<file path="src/rtl/mem_access_unit_pkg.sv">
// Shared constants for the MEM-stage access unit: size codes, FSM encodings,
// default ack timeout and the alignment rule.
package mem_access_unit_pkg;

    localparam logic [1:0] SIZE_BYTE = 2'b00;
    localparam logic [1:0] SIZE_HALF = 2'b01;
    localparam logic [1:0] SIZE_WORD = 2'b10;

    localparam logic [1:0] ST_IDLE   = 2'd0;
    localparam logic [1:0] ST_ACCESS = 2'd1;
    localparam logic [1:0] ST_DONE   = 2'd2;

    localparam int DEF_TIMEOUT = 16;

    // Size code 2'b11 falls into the word rule.
    function automatic logic is_misaligned(input logic [1:0] size, input logic [1:0] lane);
        case (size)
            SIZE_BYTE: return 1'b0;
            SIZE_HALF: return lane[0];
            default:   return (lane != 2'b00);
        endcase
    endfunction

endpackage

</file>
<file path="src/rtl/mem_access_unit_load_extend.sv">
// Little-endian lane select and sign/zero extension of a memory read word.
module load_extend
    import mem_access_unit_pkg::*;
#(
    parameter int NB_DATA = 32
)(
    input  logic [NB_DATA-1:0] i_rdata,
    input  logic [1:0]         i_size,
    input  logic [1:0]         i_lane,
    input  logic               i_unsigned,
    output logic [NB_DATA-1:0] o_data
);

    logic [7:0]  w_byte;
    logic [15:0] w_half;

    always_comb begin
        w_byte = i_rdata[{i_lane, 3'b000} +: 8];
        w_half = i_lane[1] ? i_rdata[31:16] : i_rdata[15:0];
        case (i_size)
            SIZE_BYTE: o_data = {{(NB_DATA-8){~i_unsigned & w_byte[7]}}, w_byte};
            SIZE_HALF: o_data = {{(NB_DATA-16){~i_unsigned & w_half[15]}}, w_half};
            default:   o_data = i_rdata;
        endcase
    end

endmodule

</file>
<file path="src/rtl/mem_access_unit.sv">
// MEM-stage load/store unit: issues one memory request per instruction, stalls
// the pipeline until ack or timeout, and returns extended load data.
module mem_access_unit
    import mem_access_unit_pkg::*;
#(
    parameter int NB_DATA        = 32,
    parameter int NB_SIZE        = 2,
    parameter int TIMEOUT_CYCLES = DEF_TIMEOUT
)(
    input  logic               i_clock,
    input  logic               i_reset,
    input  logic               i_enable_pipe,
    input  logic               i_mem_read,
    input  logic               i_mem_write,
    input  logic [NB_SIZE-1:0] i_mem_size,
    input  logic               i_unsigned,
    input  logic [NB_DATA-1:0] i_addr,
    input  logic [NB_DATA-1:0] i_write_data,
    input  logic               i_mem_ack,
    input  logic [NB_DATA-1:0] i_mem_rdata,
    output logic               o_mem_req,
    output logic               o_mem_we,
    output logic [NB_DATA-3:0] o_mem_addr,
    output logic [3:0]         o_mem_be,
    output logic [NB_DATA-1:0] o_mem_wdata,
    output logic [NB_DATA-1:0] o_read_data,
    output logic               o_stall,
    output logic               o_misaligned,
    output logic               o_mem_error
);

    localparam int NB_CNT = $clog2(TIMEOUT_CYCLES + 1);

    logic [1:0]         r_state;
    logic [NB_CNT-1:0]  r_cnt;
    logic               r_we;
    logic               r_unsigned;
    logic               r_error;
    logic [1:0]         r_size;
    logic [1:0]         r_lane;
    logic [NB_DATA-3:0] r_addr;
    logic [3:0]         r_be;
    logic [NB_DATA-1:0] r_wdata;
    logic [NB_DATA-1:0] r_read_data;

    logic [1:0]         w_size;
    logic               w_access;
    logic               w_misaligned;
    logic               w_start;
    logic               w_in_access;
    logic               w_busy;
    logic [3:0]         w_be;
    logic [NB_DATA-1:0] w_wdata;
    logic [NB_DATA-1:0] w_ext;

    assign w_size       = i_mem_size[1:0];
    assign w_access     = i_mem_read | i_mem_write;
    assign w_misaligned = is_misaligned(w_size, i_addr[1:0]);
    assign w_in_access  = (r_state == ST_ACCESS);
    assign w_start      = (r_state == ST_IDLE) & i_enable_pipe & w_access & ~w_misaligned;
    assign w_busy       = ~i_reset & (w_start | w_in_access);

    always_comb begin
        case (w_size)
            SIZE_BYTE: begin
                w_be    = 4'b0001 << i_addr[1:0];
                w_wdata = {4{i_write_data[7:0]}};
            end
            SIZE_HALF: begin
                w_be    = 4'b0011 << {i_addr[1], 1'b0};
                w_wdata = {2{i_write_data[15:0]}};
            end
            default: begin
                w_be    = 4'b1111;
                w_wdata = i_write_data;
            end
        endcase
    end

    // Issue cycle drives the bus straight from the inputs; ACCESS replays the captured copy.
    assign o_mem_req    = w_busy;
    assign o_stall      = w_busy;
    assign o_mem_we     = w_in_access ? r_we    : (w_start & i_mem_write);
    assign o_mem_addr   = w_in_access ? r_addr  : i_addr[NB_DATA-1:2];
    assign o_mem_be     = w_in_access ? r_be    : (w_start ? w_be : 4'b0000);
    assign o_mem_wdata  = w_in_access ? r_wdata : (w_start ? w_wdata : '0);
    assign o_misaligned = w_access & w_misaligned;
    assign o_read_data  = r_read_data;
    assign o_mem_error  = r_error;

    load_extend #(.NB_DATA(NB_DATA)) u_load_extend (
        .i_rdata    (i_mem_rdata),
        .i_size     (r_size),
        .i_lane     (r_lane),
        .i_unsigned (r_unsigned),
        .o_data     (w_ext)
    );

    always_ff @(posedge i_clock or posedge i_reset) begin
        if (i_reset) begin
            r_state     <= ST_IDLE;
            r_cnt       <= '0;
            r_we        <= 1'b0;
            r_unsigned  <= 1'b0;
            r_error     <= 1'b0;
            r_size      <= SIZE_WORD;
            r_lane      <= 2'b00;
            r_addr      <= '0;
            r_be        <= 4'b0000;
            r_wdata     <= '0;
            r_read_data <= '0;
        end else begin
            case (r_state)
                ST_IDLE: begin
                    if (w_start) begin
                        r_state    <= ST_ACCESS;
                        r_cnt      <= '0;
                        r_we       <= i_mem_write;
                        r_unsigned <= i_unsigned;
                        r_size     <= w_size;
                        r_lane     <= i_addr[1:0];
                        r_addr     <= i_addr[NB_DATA-1:2];
                        r_be       <= w_be;
                        r_wdata    <= w_wdata;
                    end else if (i_enable_pipe & w_access & w_misaligned) begin
                        r_read_data <= '0;
                    end
                end
                ST_ACCESS: begin
                    if (i_mem_ack) begin
                        r_state     <= ST_DONE;
                        r_read_data <= r_we ? '0 : w_ext;
                    end else if (r_cnt == NB_CNT'(TIMEOUT_CYCLES - 1)) begin
                        r_state     <= ST_DONE;
                        r_error     <= 1'b1;
                        r_read_data <= '0;
                    end else begin
                        r_cnt <= r_cnt + 1'b1;
                    end
                end
                ST_DONE: r_state <= ST_IDLE;
                default: r_state <= ST_IDLE;
            endcase
        end
    end

endmodule

</file>
<file path="config.mk">
export PLATFORM = sky130hd
export DESIGN_NAME = mem_access_unit
export DESIGN_NICKNAME = d
export VERILOG_FILES = /design/src/rtl/mem_access_unit_pkg.sv /design/src/rtl/mem_access_unit_load_extend.sv /design/src/rtl/mem_access_unit.sv
export SDC_FILE = /design/constraint.sdc
export NUM_CORES = 1
export LEC_CHECK = 0
export BUFFER_PORTS_ARGS = -buffer_cell sky130_fd_sc_hd__buf_2
export CORE_ASPECT_RATIO = 1.1
export CORE_MARGIN = 2
export CORE_UTILIZATION = 46
export DETAILED_ROUTE_END_ITERATION = 8
export GPL_TIMING_DRIVEN = 0
export PLACE_DENSITY = 0.78
export SYNTH_ARGS = -nofsm -noshare
export SYNTH_HDL_FRONTEND = slang
export SYNTH_SLANG_ARGS = --single-unit
</file>
<file path="constraint.sdc">
create_clock -name i_clock -period 3.9 [get_ports i_clock]
set_input_delay 0.78 -clock i_clock [delete_from_list [all_inputs] [get_ports i_clock]]
set_output_delay 0.78 -clock i_clock [all_outputs]
set_load 0.05 [all_outputs]
</file>
-- Yosys cells after proc, flatten, opt, wreduce, memory -nomap -nowiden
Cells that the tools add are included.
- add/subtract/negate cells: 1
- $lt $le $gt $ge: 0
- reduce and logical (&&, ||, !) cells: 10
- equality and inequality tests: 10
- multipliers: 0
- shifts and indexed selects: 3
- bitwise logic cells: 16
- divide/modulo/power cells: 0
- mux-type cells: 25
- operator list (cell ; count):
    32-bit 2-to-1 mux ; 7
    32-bit case mux with 2 select lines ; 3
    32-bit by 6-bit variable part select with 8-bit output ; 1
    30-bit 2-to-1 mux ; 1
    16-bit 2-to-1 mux ; 1
    5-bit 2-to-1 mux ; 3
    1-bit AND ; 10
    5-bit case mux with 2 select lines ; 1
    4-bit 2-to-1 mux ; 2
    2-bit inequality test (second input constant) ; 4
    4-bit case mux with 2 select lines ; 1
    4-bit AND reduction ; 2
    2-bit by 1-bit equality test with 1-bit output (second input constant) ; 3
    2-bit zero test ; 3
    2-bit 2-to-1 mux ; 3
    5-bit by 1-bit adder with 5-bit output (second input constant) ; 1
    5-bit by 4-bit equality test with 1-bit output (second input constant) ; 1
    1-bit inverter ; 4
    2-bit case mux with 2 select lines ; 1
    2-bit AND reduction ; 2
    2-bit nonzero test ; 2
    1-bit by 2-bit left shift with 4-bit output (first input constant) ; 1
    2-bit by 2-bit left shift with 4-bit output (first input constant) ; 1
    3-bit by 2-bit inequality test with 1-bit output (second input constant) ; 1
    other kinds (5) ; 6
- latch bits: 0
- input port bits: 105
- output and inout port bits: 103
- logic and storage cells: 76
- ROM bits: 0
- register bits after elaboration: 112
- memories: 0
- RAM bits: 0

-- Depth between registers and ports, before layout
Gate-level depths: netlist (run 1).
- depth after elaboration: 6
- mapped depth: 8
- mapped depth without buffers: 7

-- Hierarchy
From an unflattened synthesis (run 1), not the netlist that was laid out.
- cells, all modules: 627
- area total of the unflattened synthesis: 6287.3 µm²
- by module, submodules not included (module ; times used ; cells an instance ; area each (µm²)):
    mem_access_unit ; 1 ; 505 ; 5592.9
    load_extend ; 1 ; 122 ; 694.4

-- Least setup slack after synthesis (run 1)
Ideal clock, no wire load.
- kind: in2out
- from: in i_mem_write
- to: out o_stall
- data required time: 3120 ps
- setup slack: 22 ps
- stages on the path: 8
- data arrival time: 3098 ps
- buffers on the path: 4
- path through: nor2_1 or4b_1 buf_2 or2_1 buf_2 clkbuf_1 a21oi_1 buf_4
- cells in the longest elaborated chain, start to end: 5
- ends and longest elaborated chain (what ; RTL line ; source):
    from (decl) ; mem_access_unit.sv:14 ; input logic i_mem_write,
    1-bit bitwise OR ; mem_access_unit.sv:57 ; assign w_access = i_mem_read | i_mem_write;
    1-bit AND (2 in series) ; mem_access_unit.sv:60 ; assign w_start = (r_state == ST_IDLE) & i_enable_pipe & w_access & ~w_misaligned;
    1-bit bitwise OR ; mem_access_unit.sv:61 ; assign w_busy = ~i_reset & (w_start | w_in_access);
    1-bit AND ; mem_access_unit.sv:61 ;
    to (decl) ; mem_access_unit.sv:27 ; output logic o_stall,
No other way between the ends.

-- Worst setup path after layout (run 1)
- from: in i_addr[1]
- to: out o_mem_wdata[3]
- cells in the longest elaborated chain, start to end: 6
- ends and longest elaborated chain (what ; RTL line ; source):
    from (decl) ; mem_access_unit.sv:17 ; input logic [NB_DATA-1:0] i_addr,
    2-bit nonzero test ; mem_access_unit_pkg.sv:20 ; default: return (lane != 2'b00);
    1-bit case mux with 2 select lines ; mem_access_unit_pkg.sv:17 ; case (size)
    1-bit inverter ; mem_access_unit.sv:60 ;
    1-bit AND ; mem_access_unit.sv:60 ;
    32-bit 2-to-1 mux (2 in series) ; mem_access_unit.sv:86 ; assign o_mem_wdata = w_in_access ? r_wdata : (w_start ? w_wdata : '0);
    to (decl) ; mem_access_unit.sv:25 ; output logic [NB_DATA-1:0] o_mem_wdata,
No other way between the ends.

==> results.json, run 1 <==
{
  "synth-seq-cells": 112,
  "rsz0062_at_grt": "no",
  "fin_util": 0.595,
  "synth_flop_cell": "dfrtp_1",
  "multi_input_area_um2": 2840,
  "clk_pin_slew_ns": 0.07,
  "hold_viol_final": 0,
  "power_switching_mw": 2.03,
  "grt_max_degree": 69,
  "io_buffer_count": 206,
  "status": "completed",
  "worst_ep_required_time_ns": 3.12,
  "synth_top_area_cell": "dfrtp_1",
  "syn-instance-count": 592,
  "dr.first_iter.drc_count": 290,
  "drive_above_1_share": 0.365,
  "postLayoutSetupSlackWorst_ns": 0.210,
  "rows": 43,
  "dp_slack_ns": 0.156,
  "p_int_mw": 2.74,
  "synth_warnings": 0,
  "syn_area_um2": 5880,
  "io_pins": 208,
  "grt_usage": 0.237,
  "tightestPinTransition_ns": 0.759,
  "synth_seq_area_share": 0.477,
  "slew_viol_final": 0,
  "fp.coreArea_um2": 12500,
  "critPathKind": "in2out",
  "cp-start-kind": "primary input",
  "clock_sinks": 112,
  "critPathMaxFanout": 10,
  "postSynthAreaPerCell_um2": 9.94,
  "async_reset_ff_frac": 1.00,
  "grt_pass1_wl_um": 25800,
  "seq_area_um2": 2800,
  "nFillCells": 1112,
  "synth_top_area_share": 0.472,
  "dieArea_um2": 13700,
  "grt_pass1_vias": 5134,
  "n_antenna_cell": 0,
  "drt_first_pass_iters": 5,
  "drc": 0,
  "total_power_mw": 4.78,
  "finClkSkew_ns": 0.00585,
  "holdCritPathClass": "reg2reg",
  "final_nets": 917,
  "dpl.hpwl_um": 12300,
  "finalSetupViolations": 0,
  "gp_congestion": 0.829,
  "comb_power_share": 0.437,
  "viasPerCell": 5.47,
  "clkLatencyLatePin_ns": 0.35,
  "wire_per_inst_um": 16.8,
  "die_width_um": 112,
  "p_leak_nw": 3.88,
  "tritoncts": "yes",
  "cts.path.max_buffers": 2,
  "yosys-top-cells-area": "dfrtp_1, mux2_2, nand2_1, o21ai_0, mux2i_1",
  "max_slew_margin": 0.494,
  "ctsHtreeMaxLevel": 3,
  "syn_nets": 699,
  "start_util": 0.469,
  "area_growth_pct": 26.7,
  "drv_cap": 0,
  "die_y_um": 123,
  "fmaxAchievable_mhz": 271,
  "vdd_drop_max_v": 0.000423,
  "fin_crit_sh": 0.946,
  "clkPwrFrac": 0.205,
  "endpoint_kind": "output port",
  "worstPathArrival_ns": 2.91,
  "grt.overflow.total": 0,
  "p_seq_frac": 0.359,
  "synth.distinct_cells": 41,
  "root_buffer": "clkbuf_16",
  "cts_buffers": 9,
  "antenna_found_initial": 0,
  "power_switching_share": 0.426,
  "min_period_ns": 3.69,
  "num_vias": 5304,
  "ant_nets": 0,
  "power.density_nw_per_um2": 641,
  "synth_edf_count": 0,
  "routed_wl_um": 16300
}
[state kept, by name (all words and copies together) (netlist names)]
name and cells:
r_state 2, r_we 1, r_wdata 32, o_read_data 32, r_size 2, r_addr 30, r_cnt 5, r_lane 2
o_mem_error 1, r_be 4, r_unsigned 1
[kinds of logic (layout without fill, tap and decap cells)]
family,count (synthesis),count (layout),synth area share
buffers and inverters,54,275,0.0412
DFF,112,112,0.477
muxes,88,88,0.166
AOI/OAI and AO/OA,153,153,0.175
adders and majority gates,2,2,0.00425
xor gates and xnor gates,2,2,0.00298
and+or+nand+nor,181,181,0.134
[power by group through the flow]
| stage | Sequential (mW) | Combinational [mW] | Clock, mW |
|---|---|---|---|
| global placement | 1.72 | 2.06 | 0 |
| detailed placement | 1.73 | 2.09 | 0 |
| global route | 1.76 | 2.23 | 1.05 |
| floorplan | 2.05 | 1.26 | 0 |
| finish | 1.71 | 2.09 | 0.978 |
| CTS | 1.71 | 2.10 | 0.999 |
[worst max-delay path, stage by stage]
cell      delay, ns
buf_2          0.16
a21oi_1        0.36
nor2_1         0.09
clkbuf_1       0.27
nor2_2         0.24
buf_2          0.29
buf_2          0.28
a22o_1         0.18
buf_2          0.26
[worst paths after layout]
check | start | endpoint | slack (ns) | depth (start not counted)
worst max-delay path | i_addr[1] | o_mem_wdata[3] | 0.21 | 9
worst min-delay path | o_mem_error | o_mem_error | 0.45 | 1
worst max register to register | r_cnt[0] | o_read_data[0] | 1.58 | 7
worst min register to register | o_mem_error | o_mem_error | 0.45 | 1
max in group asynchronous | i_reset | r_size[1] | 2.61 | 3
min in group asynchronous | i_reset | r_wdata[4] | 0.52 | 2
[synthesized netlist by cell type (2+ instances only)]
master	count
buf_2	11
clkbuf_1	31
nor3_1	12
mux2_4	4
nand3_1	3
a21oi_1	11
o21ai_0	72
ha_1	2
mux2i_1	33
nand2b_1	3
dfrtp_1	111
a21o_1	22
buf_1	3
mux2_2	50
a22o_1	10
buf_6	3
a221o_1	16
o2bb2ai_1	14
inv_1	5
nor2b_1	10
or3_1	8
o22ai_1	2
nand2_1	118
nor2_1	21
[repair_timing]
item                                    in CTS  in global routing
endpoints found under the setup margin       0                  6
hold buffers                                 0                  0
setup buffers                                0                  0
gates resized for setup                      0                  1
[metal layers]
layer  global-route usage  vias up  routed length, µm  share of wire
met5                    0        -                  0              0
met4               0.0864        0                300          0.018
met3               0.0474       19               1020          0.063
met2                0.414      203               8190           0.50
met1                0.294     2550               6740           0.41
li1                     -     2532                  -              -
[through the flow]
| step | instances | setup TNS [ns] | hold slack [ns] | instance area, µm² |
|---|---|---|---|---|
| final | 970 | 0 | 0.455 | 7450 |
| after detailed placement | 956 | 0 | 0.439 | 7140 |
| after floorplan | 592 | 0 | 0.451 | 5880 |
| after global routing | 970 | 0 | 0.480 | 7450 |
| after CTS | 970 | 0 | 0.455 | 7450 |
| after global placement | 955 | -133.16 | 0.436 | 7110 |
[placed cells by master, fill, tap and decap left out, types with 2 or more instances in the layout]
master       n
a221o_1     16
o2bb2ai_1   14
nand2b_1     3
o22ai_1      2
nor2b_1     10
mux2_2      50
or3_1        8
buf_2      217
dfrtp_1    111
nor3_1      12
ha_1         2
a22o_1      10
nand3_1      3
mux2_4       4
clkbuf_16    9
a21o_1      22
a21oi_1     11
clkbuf_1    31
inv_1        4
nor2_1      20
clkinv_2     2
buf_1        3
bufinv_16    2
nand2_1    118
buf_6        3
o21ai_0     72
mux2i_1     33
[cell type report]
type	instances	area share
Buffer	49	0.0300
Clock buffer	10	0.0321
Timing Repair Buffer	207	0.142
Inverter	5	0.00285
Clock inverter	4	0.00940
Multi-Input combinational cell	426	0.381
Sequential cell	112	0.376
Tap cell	157	0.0264
(Power assumes the default switching activity.)
==> run 2, diff against run 1 <==
--- a/config.mk
+++ b/config.mk
@@ -8,10 +8,11 @@
 export BUFFER_PORTS_ARGS = -buffer_cell sky130_fd_sc_hd__buf_2
 export CORE_ASPECT_RATIO = 1.1
 export CORE_MARGIN = 2
-export CORE_UTILIZATION = 46
+export CORE_UTILIZATION = 54
 export DETAILED_ROUTE_END_ITERATION = 8
+export GPL_ROUTABILITY_DRIVEN = 0
 export GPL_TIMING_DRIVEN = 0
-export PLACE_DENSITY = 0.78
+export PLACE_DENSITY = 0.86
 export SYNTH_ARGS = -nofsm -noshare
 export SYNTH_HDL_FRONTEND = slang
 export SYNTH_SLANG_ARGS = --single-unit
==> constraint.sdc (replaced) <==
create_clock -name i_clock -period 4.7 [get_ports i_clock]
set_input_delay 0.94 -clock i_clock [delete_from_list [all_inputs] [get_ports i_clock]]
set_output_delay 0.94 -clock i_clock [all_outputs]
set_load 0.05 [all_outputs]
==> run 2 against run 1 <==
Net effect: count of clock-buffer cells in the layout grew 1; clock power shrank 11%; die area shrank 14%; worst hold slack gained 0.017 ns; critical path depth is the same; cell count shrank 1.2%; first-iteration DRC count grew 6.9%; total power shrank 15%; critical path type unchanged; highest routed layer unchanged.
==> results.json, run 2 (synthesis gave the netlist of run 1 again) <==
{
  "io_pins": 208,
  "drt_first_pass_iters": 6,
  "hold_end": "o_mem_error",
  "comb_power_share": 0.431,
  "cts_setup_buffers": 0,
  "start_util": 0.561,
  "clk_pin_slew_ns": 0.07,
  "p_leak_nw": 3.89,
  "finalSetupViolations": 0,
  "critical_path.slowest_cell": "a21oi_1",
  "endpoint_kind": "output port",
  "status": "completed",
  "clkPwrFrac": 0.215,
  "tritoncts": "yes",
  "critPathMaxFanout": 10,
  "rsz0062_at_grt": "no",
  "dieArea_um2": 11700,
  "postLayoutSetupSlackWorst_ns": 0.534,
  "grt_pass1_wl_um": 27600,
  "io_buffer_count": 206,
  "root_buffer": "clkbuf_16",
  "cts_resized": 0,
  "timing.rr.start": "r_cnt[0]",
  "final_nets": 917,
  "worst_ep_required_time_ns": 3.76,
  "die_y_um": 113,
  "antenna_found_initial": 0,
  "cts_buffers": 9,
  "max_slew_margin": 0.522,
  "post_dp_cell_area_um2": 7120,
  "grt_usage": 0.294,
  "grt_pass1_vias": 5678,
  "p_int_mw": 2.32,
  "final_common_cell": "buf_2",
  "worstPathArrival_ns": 3.23,
  "viasPerCell": 5.85,
  "fin_area_um2": 7460,
  "drive_above_1_share": 0.363,
  "min_from": "o_mem_error",
  "critPathKind": "in2out",
  "grt.overflow.total": 0,
  "ctsHtreeMaxLevel": 3,
  "crit_top_cell": "buf_2",
  "power.density_nw_per_um2": 544,
  "fmaxAchievable_mhz": 240,
  "fp.coreArea_um2": 10500,
  "cp-start-kind": "primary input",
  "dp_slack_ns": 0.614,
  "n_antenna_cell": 0,
  "p_seq_frac": 0.354,
  "routed_wl_um": 17400,
  "holdCritPathClass": "reg2reg",
  "area_growth_pct": 26.8,
  "ctsHoldBuffers": 0,
  "dr.first_iter.drc_count": 310,
  "die_width_um": 104,
  "hold_depth": 1,
  "hold_viol_final": 0,
  "reg2reg_to": "o_read_data[2]",
  "power_switching_share": 0.428,
  "tns_ns": 0,
  "tightestPinTransition_ns": 0.717,
  "num_vias": 5605,
  "clkLatencyLatePin_ns": 0.35,
  "critPathMaxStageDelay_ns": 0.35,
  "grt_max_degree": 61,
  "total_power_mw": 4.06,
  "cts.path.max_buffers": 2,
  "wire_per_inst_um": 18.1,
  "fin_crit_sh": 0.886,
  "rows": 39,
  "vdd_drop_max_v": 0.000270,
  "r2r_slack_ns": 2.38,
  "nFillCells": 759,
  "power_switching_mw": 1.74,
  "finClkSkew_ns": 0.00626,
  "drv_cap": 0,
  "clock_sinks": 112,
  "ant_nets": 0,
  "final_cell_mix": "buf_2, nand2_1, dfrtp_1",
  "slew_viol_final": 0,
  "cp_cell_sequence": "buf_2 -> a21oi_1 -> nor2_1 -> clkbuf_1 -> nor2_1 -> buf_2 -> buf_2 -> a22o_1 -> buf_2",
  "reg2reg_depth": 7,
  "min_period_ns": 4.17,
  "drc": 0,
  "dpl.hpwl_um": 12900
}
## run 2: changes by cell type in the layout (fill, tap and decap cells not counted)
cell | before | now
bufinv_16 | 2 | 3
clkbuf_1 | 31 | 33
clkbuf_8 | 1 | 0
clkinv_2 | 2 | 1
inv_6 | 0 | 1
nor2_1 | 20 | 21
nor2_2 | 1 | 0
## run 2: worst max path at each step
stage | startpoint | endpoint | slack, ns | cells past startpoint
final | i_addr[1] | o_mem_wdata[7] | 0.53 | 9
after detailed placement | i_addr[1] | o_mem_wdata[5] | 0.61 | 9
after CTS | i_addr[1] | o_mem_wdata[5] | 0.57 | 9
after global routing | i_addr[1] | o_mem_wdata[7] | 0.47 | 9
after floorplan | i_mem_write | o_stall | 0.50 | 8
after global placement | i_reset | o_read_data[16] | -0.36 | 2
## run 2: area by class of cell
class,count,area [µm²],share of cell area
Timing Repair Buffer,207,1060,0.142
Clock buffer,11,233,0.0312
Inverter,5,21.3,0.00285
Sequential cell,112,2800,0.376
Clock inverter,5,104,0.0139
Multi-Input combinational cell,426,2840,0.380
Buffer,49,224,0.0300
Tap cell,143,179,0.0240
## run 2: metal layers
layer  track usage  vias up  part of all wire
met3        0.0509       45             0.081
met1         0.349     2692              0.38
met4         0.148        0             0.035
met5             0        -                 0
met2         0.519      335              0.50
li1              -     2533                 -
## run 2: metrics by stage
stage / hold slack [ns] / cells / utilization
floorplan: 0.451 / 592 / -
CTS: 0.467 / 958 / 0.711
global placement: 0.438 / 941 / 0.676
global route: 0.496 / 958 / 0.711
detailed placement: 0.452 / 942 / 0.679
finish: 0.472 / 958 / 0.711
## run 2: power by group through the flow
stage	Sequential (mW)	Clock, mW	Combinational (mW)
floorplan	1.70	0	1.04
global placement	1.42	0	1.70
detailed placement	1.45	0	1.74
CTS	1.43	0.881	1.75
global route	1.47	0.925	1.85
finish	1.44	0.872	1.75
## run 2: worst max-delay path: cells and delay by family
family	cells	cell delay (ns)
buffers and inverters	5	1.31
and+or+nand+nor	2	0.41
AOI/OAI and AO/OA	2	0.54
==> run 3, diff against run 2 <==
--- a/config.mk
+++ b/config.mk
@@ -5,7 +5,7 @@
 export SDC_FILE = /design/constraint.sdc
 export NUM_CORES = 1
 export LEC_CHECK = 0
-export BUFFER_PORTS_ARGS = -buffer_cell sky130_fd_sc_hd__buf_2
+export BUFFER_PORTS_ARGS = -buffer_cell sky130_fd_sc_hd__buf_4
 export CORE_ASPECT_RATIO = 1.1
 export CORE_MARGIN = 2
 export CORE_UTILIZATION = 54
==> run 3 against run 2 <==
Net effect: die area did not move; worst setup slack improved by 0.12 ns; clock skew rose by 0.0028 ns; combinational power rose by 8%; largest cell class unchanged.
==> results.json, run 3 (synthesis gave the netlist of run 1 again) <==
{
  "die_y_um": 113,
  "root_buffer": "clkbuf_16",
  "viasPerCell": 5.81,
  "cts_buffers": 9,
  "num_vias": 5565,
  "cts_setup_buffers": 0,
  "timing.rr.start": "r_cnt[0]",
  "cp_cell_sequence": "clkbuf_1 -> a21oi_1 -> nor2_1 -> clkbuf_1 -> nor2_1 -> buf_2 -> buf_2 -> a22o_1 -> buf_4",
  "hold_viol_final": 0,
  "max_slew_margin": 0.506,
  "drt_first_pass_iters": 6,
  "final_nets": 917,
  "ant_nets": 0,
  "drc": 0,
  "final_common_cell": "buf_4",
  "ctsHtreeMaxLevel": 3,
  "fin_hold_ws_ns": 0.459,
  "start_util": 0.561,
  "io_pins": 208,
  "finalSetupViolations": 0,
  "r2r_slack_ns": 2.38,
  "grt_max_degree": 71,
  "grt.overflow.total": 0,
  "clkLatencyLatePin_ns": 0.35,
  "fin_crit_sh": 0.860,
  "cts.path.max_buffers": 2,
  "holdCritPathClass": "reg2reg",
  "clock_sinks": 112,
  "dpl.hpwl_um": 13200,
  "p_leak_nw": 4.01,
  "reg2reg_depth": 7,
  "drive_above_1_share": 0.363,
  "io_buffer_count": 206,
  "final_cell_mix": "buf_4, nand2_1, dfrtp_1",
  "wl_met3_um": 1300,
  "n_antenna_cell": 0,
  "grt_usage": 0.300,
  "critPathMaxStageDelay_ns": 0.34,
  "fin_area_um2": 7990,
  "drv_cap": 0,
  "p_seq_frac": 0.341,
  "worstPathArrival_ns": 3.10,
  "cts_resized": 0,
  "antenna_found_initial": 0,
  "power.density_nw_per_um2": 530,
  "fin_util": 0.761,
  "min_period_ns": 4.04,
  "clk_pin_slew_ns": 0.07,
  "tightestPinTransition_ns": 0.741,
  "vdd_drop_max_v": 0.000332,
  "hold_end": "o_mem_error",
  "rows": 39,
  "routed.top_layer": "met4",
  "grt_pass1_wl_um": 28200,
  "die_width_um": 104,
  "critical_path.slowest_cell": "a21oi_1",
  "dr.first_iter.drc_count": 267,
  "finClkSkew_ns": 0.00904,
  "post_dp_cell_area_um2": 7640,
  "wire_per_inst_um": 18.5,
  "min_from": "o_mem_error",
  "comb_power_share": 0.447,
  "hold_depth": 1,
  "critPathKind": "in2out",
  "slew_viol_final": 0,
  "endpoint_kind": "output port",
  "rsz0062_at_grt": "no",
  "fmaxAchievable_mhz": 247,
  "critPathMaxFanout": 10,
  "fp.coreArea_um2": 10500,
  "worst_ep_required_time_ns": 3.76,
  "power_switching_mw": 1.76,
  "power_switching_share": 0.415,
  "status": "completed",
  "tritoncts": "yes",
  "dieArea_um2": 11700,
  "met1_length_um": 6860,
  "routed_wl_um": 17700,
  "p_int_mw": 2.47,
  "cp-start-kind": "primary input",
  "grt_pass1_vias": 5637,
  "reg2reg_to": "o_read_data[2]",
  "total_power_mw": 4.23,
  "ctsHoldBuffers": 0,
  "clkPwrFrac": 0.212,
  "met2_length_um": 9060,
  "area_growth_pct": 35.7
}
-- run 3: changes by cell type in the layout (fill, tap and decap cells not counted) --
cell,previous run,this run
buf_4,1,207
buf_2,217,11
clkinv_2,1,0
clkbuf_8,0,1
-- run 3: final cells by class --
class	instances	area, µm²
Buffer	49	224
Clock buffer	12	246
Clock inverter	4	98.8
Fill cell	718	2510
Inverter	5	21.3
Multi-Input combinational cell	426	2840
Sequential cell	112	2800
Tap cell	143	179
Timing Repair Buffer	207	1570
-- run 3: power groups by stage --
stage | logic [mW] | registers (mW) | clock network [mW]
final | 1.89 | 1.44 | 0.897
after global routing | 2.00 | 1.47 | 0.935
after CTS | 1.90 | 1.43 | 0.904
after detailed placement | 1.89 | 1.45 | 0
after global placement | 1.84 | 1.43 | 0
after floorplan | 1.04 | 1.70 | 0
-- run 3: stage by stage --
| step | setup WS (ns) | std cells | TNS (ns) |
|---|---|---|---|
| 6_report | 0.657 | 958 | 0 |
| 5_1_grt | 0.490 | 958 | 0 |
| 4_1_cts | 0.706 | 958 | 0 |
| 3_5_place_dp | 0.729 | 942 | 0 |
| 3_3_place_gp | -0.404 | 941 | -44.37 |
| 2_1_floorplan | 0.502 | 592 | 0 |
-- run 3: critical path: cells and delay by family --
family	cells	cell delay [ns]
buffers and inverters	5	1.21
AOI/OAI and AO/OA	2	0.55
and+or+nand+nor	2	0.41
-- run 3: worst max path at each step --
stage	from	to	slack (ns)	depth (start not counted)
after floorplan	i_mem_write	o_stall	0.50	8
after global placement	i_reset	o_read_data[31]	-0.40	2
after detailed placement	i_mem_size[1]	o_mem_wdata[7]	0.73	9
after CTS	i_mem_size[1]	o_mem_wdata[7]	0.71	9
after global routing	i_mem_size[1]	o_mem_wdata[3]	0.49	9
final	i_mem_size[1]	o_mem_wdata[5]	0.66	9
-- run 3: metal layers --
metal	vias to the layer above	track usage
li1	2525	-
met1	2724	0.361
met2	277	0.536
met3	39	0.0566
met4	0	0.124
met5	-	0
